<file path="src/rtl/proc_ctrl_pkg.sv">
// Shared types and constants for the processor run controller.
package proc_ctrl_pkg;

  localparam int unsigned DIV_WIDTH_DEFAULT = 16;

  typedef enum logic [2:0] {
    ST_LOAD      = 3'd0,
    ST_IDLE      = 3'd1,
    ST_RUN       = 3'd2,
    ST_STEP_WAIT = 3'd3,
    ST_DONE      = 3'd4
  } proc_state_e;

  function automatic logic [31:0] sat_inc32(input logic [31:0] v);
    return (v == 32'hFFFF_FFFF) ? v : v + 32'd1;
  endfunction

endpackage

</file>
<file path="src/rtl/tick_divider.sv">
// Free-running 2^WIDTH cycle divider; shared by the RUN tick and the STEP_WAIT timeout.
module tick_divider #(
  parameter int unsigned WIDTH = 16
) (
  input  logic clk_i,
  input  logic rst_i,
  input  logic clr_i,
  input  logic en_i,
  output logic wrap_o
);

  logic [WIDTH-1:0] cnt_q, cnt_d;

  always_comb begin
    cnt_d = cnt_q;
    if (clr_i)     cnt_d = '0;
    else if (en_i) cnt_d = cnt_q + WIDTH'(1);
  end

  always_ff @(posedge clk_i) begin
    if (rst_i) cnt_q <= '0;
    else       cnt_q <= cnt_d;
  end

  // Independent of clr_i so the parent can derive clr_i from its next state.
  assign wrap_o = en_i && (cnt_q == '1);

endmodule

</file>
<file path="src/rtl/proc_run_controller.sv">
// Load/run/step/halt sequencer for a soft processor; all outputs are registered.
// state | meaning: LOAD imem loading, proc held in reset | IDLE paused | RUN free-running ticks
//       | STEP_WAIT one enable issued, awaiting retire | DONE ending PC retired
module proc_run_controller
  import proc_ctrl_pkg::*;
#(
  parameter int unsigned DIV_WIDTH = DIV_WIDTH_DEFAULT,
  parameter int unsigned PC_WIDTH  = 32
) (
  input  logic                pixel_clk_in,
  input  logic                rst_in,
  input  logic                load_done_in,
  input  logic                run_in,
  input  logic                step_in,
  input  logic                halt_in,
  input  logic [PC_WIDTH-1:0] pc_in,
  input  logic [PC_WIDTH-1:0] ending_pc_in,
  input  logic                instr_done_in,
  output logic                proc_rst_out,
  output logic                proc_en_out,
  output logic [2:0]          state_out,
  output logic                halted_out,
  output logic                fault_out,
  output logic [31:0]         step_count_out
);

  proc_state_e state_q, state_d;
  logic        proc_rst_q, proc_en_q, halted_q, fault_q;
  logic        proc_en_d, fault_d;
  logic [31:0] step_cnt_q, step_cnt_d;
  logic        pc_match, tick_wrap, div_en, div_clr;

  assign pc_match = instr_done_in && (pc_in == ending_pc_in);
  assign div_en   = (state_q == ST_RUN) || (state_q == ST_STEP_WAIT);
  assign div_clr  = (state_d != state_q);

  tick_divider #(.WIDTH(DIV_WIDTH)) u_tick_divider (
    .clk_i  (pixel_clk_in),
    .rst_i  (rst_in),
    .clr_i  (div_clr),
    .en_i   (div_en),
    .wrap_o (tick_wrap)
  );

  always_comb begin
    state_d   = state_q;
    proc_en_d = 1'b0;
    fault_d   = fault_q;
    if (!load_done_in) begin
      state_d = ST_LOAD;
    end else begin
      case (state_q)
        ST_LOAD: state_d = ST_IDLE;
        ST_IDLE: begin
          // halt masks run/step even though IDLE is already paused
          if (halt_in)      state_d = ST_IDLE;
          else if (run_in)  state_d = ST_RUN;
          else if (step_in) begin
            state_d   = ST_STEP_WAIT;
            proc_en_d = 1'b1;
          end
        end
        ST_RUN: begin
          if (pc_match)       state_d = ST_DONE;
          else if (halt_in)   state_d = ST_IDLE;
          else if (tick_wrap) proc_en_d = 1'b1;
        end
        ST_STEP_WAIT: begin
          if (pc_match)           state_d = ST_DONE;
          else if (instr_done_in) state_d = ST_IDLE;
          else if (tick_wrap) begin
            state_d = ST_IDLE;
            fault_d = 1'b1;
          end
        end
        ST_DONE: state_d = ST_DONE;
        default: state_d = ST_LOAD;
      endcase
    end
    if (state_d == ST_LOAD) fault_d = 1'b0;
    if (state_d == ST_LOAD) step_cnt_d = '0;
    else if (proc_en_d)     step_cnt_d = sat_inc32(step_cnt_q);
    else                    step_cnt_d = step_cnt_q;
  end

  always_ff @(posedge pixel_clk_in) begin
    if (rst_in) begin
      state_q    <= ST_LOAD;
      proc_rst_q <= 1'b1;
      proc_en_q  <= 1'b0;
      halted_q   <= 1'b0;
      fault_q    <= 1'b0;
      step_cnt_q <= '0;
    end else begin
      state_q    <= state_d;
      proc_rst_q <= (state_d == ST_LOAD);
      proc_en_q  <= proc_en_d;
      halted_q   <= (state_d == ST_DONE);
      fault_q    <= fault_d;
      step_cnt_q <= step_cnt_d;
    end
  end

  assign proc_rst_out   = proc_rst_q;
  assign proc_en_out    = proc_en_q;
  assign state_out      = state_q;
  assign halted_out     = halted_q;
  assign fault_out      = fault_q;
  assign step_count_out = step_cnt_q;

endmodule

</file>
<file path="config.mk">
export PLATFORM = sky130hd
export DESIGN_NAME = proc_run_controller
export DESIGN_NICKNAME = d
export VERILOG_FILES = /design/src/rtl/proc_ctrl_pkg.sv /design/src/rtl/tick_divider.sv /design/src/rtl/proc_run_controller.sv
export SDC_FILE = /design/constraint.sdc
export NUM_CORES = 1
export LEC_CHECK = 0
export CORE_MARGIN = 1
export CORE_UTILIZATION = 46
export DETAILED_ROUTE_END_ITERATION = 16
export PLACE_DENSITY = 0.81
export SETUP_SLACK_MARGIN = 0.3
export SLEW_MARGIN = 0
export SYNTH_ARGS = -nofsm -noshare
export SYNTH_HDL_FRONTEND = slang
export SYNTH_HIERARCHICAL = 1
export SYNTH_SLANG_ARGS = --single-unit
</file>
<file path="constraint.sdc">
create_clock -name pixel_clk_in -period 3.9 [get_ports pixel_clk_in]
set_input_delay 0.585 -clock pixel_clk_in [delete_from_list [all_inputs] [get_ports pixel_clk_in]]
set_output_delay 0.585 -clock pixel_clk_in [all_outputs]
set_load 0.02 [all_outputs]
</file>
==> metrics.txt, run 1 <==
Fmax achieved=around 320 MHz; Iter 0 DRT Violations=135; cells after synthesis=roughly 390; design area=4470 µm²; core area=between 6000 and 7000 µm²; count of nets after finishing=roughly 560; dpl hpwl=5.96 mm; placed cell area=~4400 µm²; setup violators final=0; CTS sink count=55; final hold vios=0; Worst Tran Pin Value=0.545 ns; Die Wd=approximately 86 µm; # diodes=0; number of max-cap violations=0; 1st-pass router iterations=4; root buffer cell=clkbuf_8; first-pass GRT wire length=roughly 13 mm; initial antenna violation count=0; vias per cell=about 5.5; Lkg Pwr=between 1 and 1.5 nW; total track usage=a little over a fifth; routability congestion estimate=between 0.8 and 0.9; IO buf count=about 110; Final Critical Period=roughly 3.1 ns; Post-Syn Area per Cell=around 8.4 µm²; Ports=110; DRC=0; CTS resizes=0; power per cell area=~230 nW/µm²; critical path data required time=between 4 and 5 ns; Rows=30; Slew Limit Fails=0; WP data arrival=approximately 3.4 ns; CTS buffer count=5; Post-CTS Setup Bufs=0; synth unique cells=a little over 60; synthesized flop and latch total=55; kind of critical path=input port to flip-flop; Setup TNS=0 ns; share of layout cells above drive strength 1=under 10%; most common cell after layout, fill and taps aside=clkdlybuf4s50_1; clk_lat worst skew=about 0.31 ns; critical path endpoint category=flip-flop; type of the worst min-delay path=flip-flop to flip-flop; Starting Density=47.7%; final WL=7.71 mm; CTS clock-pin slew for the worst setup and hold paths=approximately 0.10 ns; H-tree Lvls=2; Async S/R FF share, synth=0%; slew margin rel.=a little under two thirds; die area=7380 µm²; Bufs on Longest Clock Path=2; Post-synth EDFFs=0; Via Count=approximately 3200; Power Total=1.01 mW; RSZ-0062 raised after global routing=no; die height=roughly 86 µm; VDD IR max=135 µV; period utilization=around 80%; Mapped Area=about 3200 µm²; Syn Nets=around 460; WL/cell=~13 µm; CTS Hold Bufs=0; status=completed; crit path max fanout=17; post-route ant nets=0; top_reg_cell synth=dfxtp_1; number of global-route vias before repair=about 3000; startpoint type of the worst setup path=input port; largest net degree at the start of global routing=between 50 and 60; CTS tree=done; Yosys warning count=6; Syn-to-layout area delta=37.8%; grt total ovfl=0; commonest non-fill, non-tap cells in the layout=clkdlybuf4s50_1, dfxtp_1, a21oi_1, nand2_1, o21ai_0; sequential cell area fraction in the yosys report=about a third; Layout Skew=0.00684 ns
==> state kept, by name, summed over array words and instances (netlist names) <==
register              cells
state_out                 3
proc_rst_out              1
u_tick_divider/cnt_q     16
step_count_out           32
halted_out                1
proc_en_out               1
fault_out                 1
==> cell usage after synthesis (all sizes together), types with 5 or more instances <==
cell	instances	area [µm²]
dfxtp	55	1100
a21oi	26	130
nor2	26	110
o21ai	26	130
nand2	25	93.8
xor2	23	201
or3	22	139
nand3	21	105
nand4	21	189
xnor2	18	158
nor4	12	90.1
nand2b	11	68.8
buf	10	71.3
clkbuf	10	48.8
inv	9	33.8
and3	8	56.3
mux2i	8	80.1
nor3	7	35.0
or4	5	42.5
==> area by class of cell <==
type | count | area [µm²]
timing repair buffer | 114 | 1140
inverter | 10 | 37.5
clock inverter | 3 | 15.0
multi-input combinational | 300 | 1980
tap | 96 | 120
fill | 585 | 2330
sequential | 55 | 1100
clock buffer | 5 | 68.8
==> cells by family (layout without fill, tap and decap cells) <==
logic type | after synthesis | after routing | synth area share, %
and+or+nand+nor | 179 | 179 | 33.9
muxes | 8 | 8 | 2.47
DFF | 55 | 55 | 34.0
xor gates and xnor gates | 41 | 41 | 11.1
adders and majority gates | 2 | 2 | 0.772
buffers and inverters | 30 | 132 | 4.86
AOI/OAI and AO/OA | 70 | 70 | 12.9
==> worst max-delay path, cell delays in order <==
cell             delay (ns)
clkdlybuf4s50_1        0.49
inv_1                  0.05
a221o_1                0.33
or3_1                  0.39
nor3_1                 0.26
nor4b_1                0.09
a2111o_1               0.36
or2_2                  0.45
a211o_2                0.35
nand2_1                0.05
==> where the power goes <==
part	leakage, nW	total (mW)	switching (mW)	internal, mW
registers	0.443	0.565	0.00244	0.563
logic	1.00	0.143	0.0517	0.0917
clock network	0.0477	0.306	0.183	0.123
total	1.49	1.01	0.237	0.778
==> metal layers <==
layer  track usage, %  share of wire (%)  routed length (µm)  vias to the layer above
li1                 -                  -                   -                     1611
met1             24.0                 41                3160                     1470
met2             39.5                 52                4020                      112
met3             3.46                5.2                 403                       11
met4             8.79                1.7                 129                        0
met5                0                  0                   0                        -
==> per-stage QoR <==
stage / hold WS, ns / util [%] / setup slack (ns) / instances
2_1_floorplan: 0.480 / - / 0.894 / 385
3_3_place_gp: 0.458 / 64.5 / 0.501 / 575
3_5_place_dp: 0.460 / 64.5 / 0.444 / 575
4_1_cts: 0.486 / 65.7 / 0.766 / 583
5_1_grt: 0.507 / 65.7 / 0.522 / 583
6_report: 0.486 / 65.7 / 0.758 / 583
==> final timing paths <==
check | depth (start not counted) | endpoint | slack, ns | startpoint
setup / recovery | 10 | u_tick_divider/cnt_q[15]$_SDFFE_PP0P_ | 0.76 | pc_in[8]
hold / removal | 2 | fault_out$_SDFFE_PP0P_ | 0.49 | fault_out$_SDFFE_PP0P_
setup reg to reg | 10 | step_count_out[3]$_SDFFE_PP0P_ | 0.81 | state_out[1]$_SDFF_PP0_
hold reg to reg | 2 | fault_out$_SDFFE_PP0P_ | 0.49 | fault_out$_SDFFE_PP0P_
(Power assumes the default switching activity.)
==> inputs of run 2 (changes only) <==
--- a/config.mk
+++ b/config.mk
@@ -6,9 +6,9 @@
 export NUM_CORES = 1
 export LEC_CHECK = 0
 export CORE_MARGIN = 1
-export CORE_UTILIZATION = 46
+export CORE_UTILIZATION = 42
 export DETAILED_ROUTE_END_ITERATION = 16
-export PLACE_DENSITY = 0.81
+export PLACE_DENSITY = 0.78
 export SETUP_SLACK_MARGIN = 0.3
 export SLEW_MARGIN = 0
 export SYNTH_ARGS = -nofsm -noshare
==> constraint.sdc (replaced) <==
create_clock -name pixel_clk_in -period 2.7 [get_ports pixel_clk_in]
set_input_delay 0.405 -clock pixel_clk_in [delete_from_list [all_inputs] [get_ports pixel_clk_in]]
set_output_delay 0.405 -clock pixel_clk_in [all_outputs]
set_load 0.02 [all_outputs]
==> run 2 against run 1 <==
Against the previous run:
- final area rose by 10%
- worst setup slack got worse by 0.47 ns
- clock power rose by 46%
- worst hold slack better by 0.0014 ns
- core utilization increased by 1.1 points
- combinational power increased by 44%
- critical path depth stayed put
- register-to-register slack got worse by 0.52 ns
==> metrics.txt, run 2 (same netlist as run 1, synthesis figures left out) <==
post-route ant nets=0 (unchanged); kind of critical path=flip-flop to flip-flop; H-tree Lvls=2 (unchanged); final WL=9.48 mm (+23%); critical path data required time=2.97 ns (-1.19 ns); number of global-route vias before repair=3118 (+3.4%); WHS=0.488 ns (+0.00139 ns); root buffer cell=clkbuf_8; Bufs on Longest Clock Path=2 (unchanged); DRC=0 (unchanged); routability congestion estimate=0.817 (-1.4%); Final Critical Period=approximately 2.4 ns; CTS sink count=55 (unchanged); die area=8070 µm² (+9.3%); final cell utilization of the core=66.8% (+1.1 points); WP data arrival=2.68 ns (-0.73 ns); IO buf count=109 (unchanged); # diodes=0 (unchanged); Final Instance Count excl. Fillers=611 (+4.8%); CTS tree=done; CTS buffer count=5 (unchanged); Setup TNS=0 ns (unchanged); largest net degree at the start of global routing=30 (-49%); type of the worst min-delay path=flip-flop to flip-flop; share of layout cells above drive strength 1=17.4% (+11 points); crit path max fanout=8 (-9); dpl cells=585 (+1.7%); grt total ovfl=0 (unchanged); Ports=110 (unchanged); commonest non-fill, non-tap cells in the layout=dfxtp_1, clkdlybuf4s50_1, dlygate4sd2_1, dlymetal6s2s_1, a21oi_1; vias per cell=5.50 (about the same); Layout Skew=0.00741 ns (+0.000570 ns); clk_lat worst skew=0.31 ns (about the same); Worst Tran Pin Value=0.464 ns (-0.0814 ns); die height=89.8 µm (+4.5%); RSZ-0062 raised after global routing=yes; Rows=31 (+3.3%); WL/cell=15.5 µm (+17%); critical path endpoint category=flip-flop; VDD IR max=254 µV (+88%); slew margin rel.=69.1% (+5.7 points); Slew Limit Fails=0 (unchanged); setup violators final=0 (unchanged); initial antenna violation count=0 (unchanged); first-pass GRT wire length=14.6 mm (+14%); count of nets after finishing=584 (+4.5%); Fmax achieved=a little over 400 MHz; startpoint type of the worst setup path=flip-flop; total track usage=21.8% (+0.49 points); max reg flops=32 (unchanged); CTS clock-pin slew for the worst setup and hold paths=0.10 ns (about the same); 1st-pass router iterations=4 (unchanged); core area=7370 µm² (+8.5%); Lkg Pwr=2.00 nW (+34%); period utilization=roughly 89%; number of max-cap violations=0 (unchanged); Iter 0 DRT Violations=203 (+50%); Die Wd=89.8 µm (+4.5%); final setup margin=0.289 ns (-0.469 ns); most common cell after layout, fill and taps aside=dfxtp_1; Starting Density=44.0% (-3.7 points); Worst R2R Setup Slack=0.29 ns (-0.52 ns); final hold vios=0 (unchanged); Setup WS pre-CTS=-0.118 ns (-0.563 ns); Syn-to-layout area delta=52.0%; status=completed; power per cell area=298 nW/µm² (+31%); Via Count=3361 (+4.9%); dpl hpwl=6.50 mm (+9.1%)
-- run 2: cell count changes in the layout (fill, tap and decap cells not counted), sizes merged --
| cell | delta |
|---|---|
| clkbuf | +5 |
| dlygate4sd2 | +34 |
| buf | +23 |
| dlymetal6s2s | +29 |
| clkdlybuf4s15 | +1 |
| clkdlybuf4s50 | -65 |
| clkinv | -2 |
-- run 2: final timing paths --
check / startpoint / to / cells past startpoint
max: u_tick_divider/cnt_q[12]$_SDFFE_PP0P_ / step_count_out[3]$_SDFFE_PP0P_ / 10
min: fault_out$_SDFFE_PP0P_ / fault_out$_SDFFE_PP0P_ / 2
max reg2reg: u_tick_divider/cnt_q[12]$_SDFFE_PP0P_ / step_count_out[3]$_SDFFE_PP0P_ / 10
min reg2reg: fault_out$_SDFFE_PP0P_ / fault_out$_SDFFE_PP0P_ / 2
-- run 2: through the flow --
stage	total power [mW]	cell area [µm²]
after floorplan	0.918	3310
after global placement	1.05	4480
after detailed placement	1.05	4480
after CTS	1.48	4650
after global routing	1.52	4930
final	1.47	4930
-- run 2: repair_timing --
item	CTS	global route
cloned	1	2
hold buffers	0	0
endpoints found under the setup margin	47	47
pin swaps	13	9
buffers inserted	4	11
resized for setup	55	53
-- run 2: worst max-delay path, cell delays in order, from the launching register on --
cell and delay (ns):
dfxtp_4 0.38, nand3_4 0.09, nor2_4 0.12, nand2_2 0.07, nor4_4 0.29, nand4_1 0.21, o21ba_4 0.30, nor2_4 0.08
buf_12 0.16, or4_2 0.60, nand2_1 0.07
-- run 2: routing by layer --
metal	wire length [µm]	share of wire (%)	up-vias	GRT usage, %
met1	4200	44	1616	27.9
met5	0	0	-	0
li1	-	-	1654	-
met4	156	1.6	0	6.01
met2	4770	50	73	37.9
met3	340	3.6	18	3.21
-- run 2: layout make-up --
class | count | area (µm²)
inverter | 10 | 40.0
timing repair buffer | 139 | 1410
sequential | 55 | 1120
multi-input combinational | 300 | 2150
clock buffer | 7 | 76.3
tap | 99 | 124
clock inverter | 1 | 5.00
fill | 591 | 2440
-- run 2: power breakdown --
part	switching (mW)	leakage [nW]	total, mW	internal [mW]
clock network	0.265	0.0422	0.448	0.183
logic	0.0869	1.51	0.206	0.119
registers	0.00398	0.449	0.814	0.810
total	0.355	2.00	1.47	1.11
==> inputs of run 3 (changes only) <==
--- a/config.mk
+++ b/config.mk
@@ -6,9 +6,9 @@
 export NUM_CORES = 1
 export LEC_CHECK = 0
 export CORE_MARGIN = 1
-export CORE_UTILIZATION = 42
+export CORE_UTILIZATION = 50
 export DETAILED_ROUTE_END_ITERATION = 16
-export PLACE_DENSITY = 0.78
+export PLACE_DENSITY = 0.87
 export SETUP_SLACK_MARGIN = 0.3
 export SLEW_MARGIN = 0
 export SYNTH_ARGS = -nofsm -noshare
==> constraint.sdc (replaced) <==
create_clock -name pixel_clk_in -period 3.1 [get_ports pixel_clk_in]
set_input_delay 0.465 -clock pixel_clk_in [delete_from_list [all_inputs] [get_ports pixel_clk_in]]
set_output_delay 0.465 -clock pixel_clk_in [all_outputs]
set_load 0.02 [all_outputs]
==> run 3 against run 2 <==
Against the previous run:
- clock skew grew 0.0043 ns
- flip-flop and latch count is the same
- worst setup slack gained 0.069 ns
- count of clock-buffer cells in the layout shrank 2
- via count shrank 1.4%
- core utilization grew 7.4 points
- global-route usage grew 3.8 points
- die area shrank 16%
- largest cell class unchanged
==> metrics.txt, run 3 (same netlist as run 1, synthesis figures left out) <==
Crit path depth=10 (unchanged); clk_lat worst skew=0.33 ns (+0.02 ns); final cell utilization of the core=74.3% (+7.4 points); CTS clock-pin slew for the worst setup and hold paths=0.10 ns (about the same); crit path max fanout=4 (-4); grt total ovfl=0 (unchanged); status=completed; # diodes=0 (unchanged); DRC=0 (unchanged); Slew Limit Fails=0 (unchanged); Rows=28 (-9.7%); routability congestion estimate=0.824 (+0.77%); Layout Skew=0.0117 ns (+0.00429 ns); final hold vios=0 (unchanged); startpoint type of the worst setup path=input port; number of global-route vias before repair=3125 (+0.22%); root buffer cell=clkbuf_8; Starting Density=53.2% (+9.2 points); type of the worst min-delay path=flip-flop to flip-flop; CTS buffer count=5 (unchanged); Fmax achieved=365 MHz; Worst Tran Pin Value=0.403 ns (-0.0610 ns); crit-path max cell delay=0.43 ns (-0.17 ns); CP delay by family, top=simple AND/OR/NAND/NOR gates; commonest non-fill, non-tap cells in the layout=clkdlybuf4s50_1, dfxtp_1, nand2_1, o21ai_0, a21oi_1; total track usage=25.5% (+3.8 points); post-route ant nets=0 (unchanged); critical path endpoint category=flip-flop; first-pass GRT wire length=13.4 mm (-8.2%); multi-input logic area=2020 µm² (-5.9%); design area=4530 µm² (-8.1%); crit-path cells=clkdlybuf4s50_1 -> xor2_1 -> a221o_1 -> or3_1 -> nor3_2 -> nor4b_1 -> a2111o_1 -> or2_4 -> a211o_2 -> nand2_1; IO buf count=109 (unchanged); VDD IR max=215 µV (-15%); placed cell area=4400 µm² (-1.9%); CTS Hold Bufs=0 (unchanged); Final Instance Count excl. Fillers=567 (-7.2%); kind of critical path=input port to flip-flop; RSZ-0062 raised after global routing=no; WL/cell=14.5 µm (-6.3%); die height=82.5 µm (-8.2%); 1st-pass router iterations=4 (unchanged); Via Count=3314 (-1.4%); period utilization=88.5%; Seq. cell area=1100 µm² (-1.7%); Die Wd=82.5 µm (-8.2%); power per cell area=292 nW/µm² (-2.0%); CTS sink count=55 (unchanged); share of layout cells above drive strength 1=8.94% (-8.4 points); Bufs on Longest Clock Path=2 (unchanged); count of nets after finishing=564 (-3.4%); WP data arrival=3.02 ns (+0.34 ns); largest net degree at the start of global routing=59 (+97%); most common cell after layout, fill and taps aside=clkdlybuf4s50_1; slew margin rel.=73.0% (+3.9 points); Ports=110 (unchanged); critical path data required time=3.38 ns (+0.41 ns); dpl hpwl=6.21 mm (-4.5%); Fill cells=456 (-23%); Iter 0 DRT Violations=156 (-23%); Hold Crit Depth=2 (unchanged); number of max-cap violations=0 (unchanged); die area=6810 µm² (-16%); CTS tree=done; Final Critical Period=roughly 2.7 ns; Syn-to-layout area delta=39.7%; vias per cell=5.84 (+6.3%); setup violators final=0 (unchanged); core area=6100 µm² (-17%); initial antenna violation count=0 (unchanged); R2R depth=10 (unchanged); Worst Path Buf+Inv=1 (unchanged); Lkg Pwr=1.53 nW (-24%); Slowest-stage cell, CP=clkdlybuf4s50_1; max reg flops=32 (unchanged); final WL=8.24 mm (-13%); dpl cells=558 (-4.6%); H-tree Lvls=2 (unchanged)
run 3: cell types whose count changed in the layout (fill, tap and decap cells not counted), sizes merged:
cell | previous run | this run
clkinv | 2 | 3
clkdlybuf4s15 | 1 | 0
dlymetal6s2s | 29 | 0
clkinvlp | 0 | 1
dlygate4sd2 | 34 | 0
buf | 28 | 10
clkdlybuf4s50 | 44 | 109
clkbuf | 10 | 5
run 3: path summary, 6_finish.rpt:
kind | to | startpoint | slack (ns)
setup / recovery | u_tick_divider/cnt_q[15]$_SDFFE_PP0P_ | ending_pc_in[10] | 0.36
hold / removal | step_count_out[29]$_SDFFE_PP0P_ | step_count_out[29]$_SDFFE_PP0P_ | 0.49
setup reg to reg | step_count_out[3]$_SDFFE_PP0P_ | u_tick_divider/cnt_q[11]$_SDFFE_PP0P_ | 0.41
hold reg to reg | step_count_out[29]$_SDFFE_PP0P_ | step_count_out[29]$_SDFFE_PP0P_ | 0.49
run 3: through the flow:
stage / setup slack, ns / power [mW] / TNS [ns] / hold WS [ns]
2_1_floorplan: 0.312 / 0.795 / 0 / 0.480
3_3_place_gp: 0.00601 / 0.909 / 0 / 0.456
3_5_place_dp: -0.0489 / 0.914 / -0.0689 / 0.476
4_1_cts: 0.312 / 1.33 / 0 / 0.491
5_1_grt: 0.259 / 1.36 / 0 / 0.536
6_report: 0.358 / 1.32 / 0 / 0.487
run 3: where the power goes:
| part | switching, mW | internal, mW | total [mW] |
|---|---|---|---|
| Clock | 0.260 | 0.162 | 0.422 |
| Sequential | 0.00328 | 0.708 | 0.711 |
| Combinational | 0.0675 | 0.120 | 0.187 |
| Total | 0.331 | 0.990 | 1.32 |
run 3: what timing repair did:
item | in CTS | in global routing
setup endpoints to repair | 2 | 30
pin swaps | 1 | 2
gates cloned | 0 | 0
gates resized for setup | 1 | 6
buffers inserted | 0 | 1
run 3: layout make-up:
class / count / share of cell area (%)
Clock buffer: 5 / 1.52
Clock inverter: 3 / 0.553
Inverter: 10 / 0.829
Multi-Input combinational cell: 300 / 44.7
Sequential cell: 55 / 24.3
Tap cell: 75 / 2.07
Timing Repair Buffer: 119 / 26.0
run 3: per-layer routing:
| layer | GRT usage [%] | routed length (µm) |
|---|---|---|
| met3 | 5.82 | 481 |
| met1 | 26.4 | 3230 |
| met2 | 49.4 | 4350 |
| met5 | 0 | 0 |
| met4 | 9.66 | 182 |
run 3: worst min-delay path, delay by kind of cell (launching register included):
family	cells	cell delay, ns
muxes	1	0.06
and+or+nand+nor	1	0.06
DFF	1	0.33
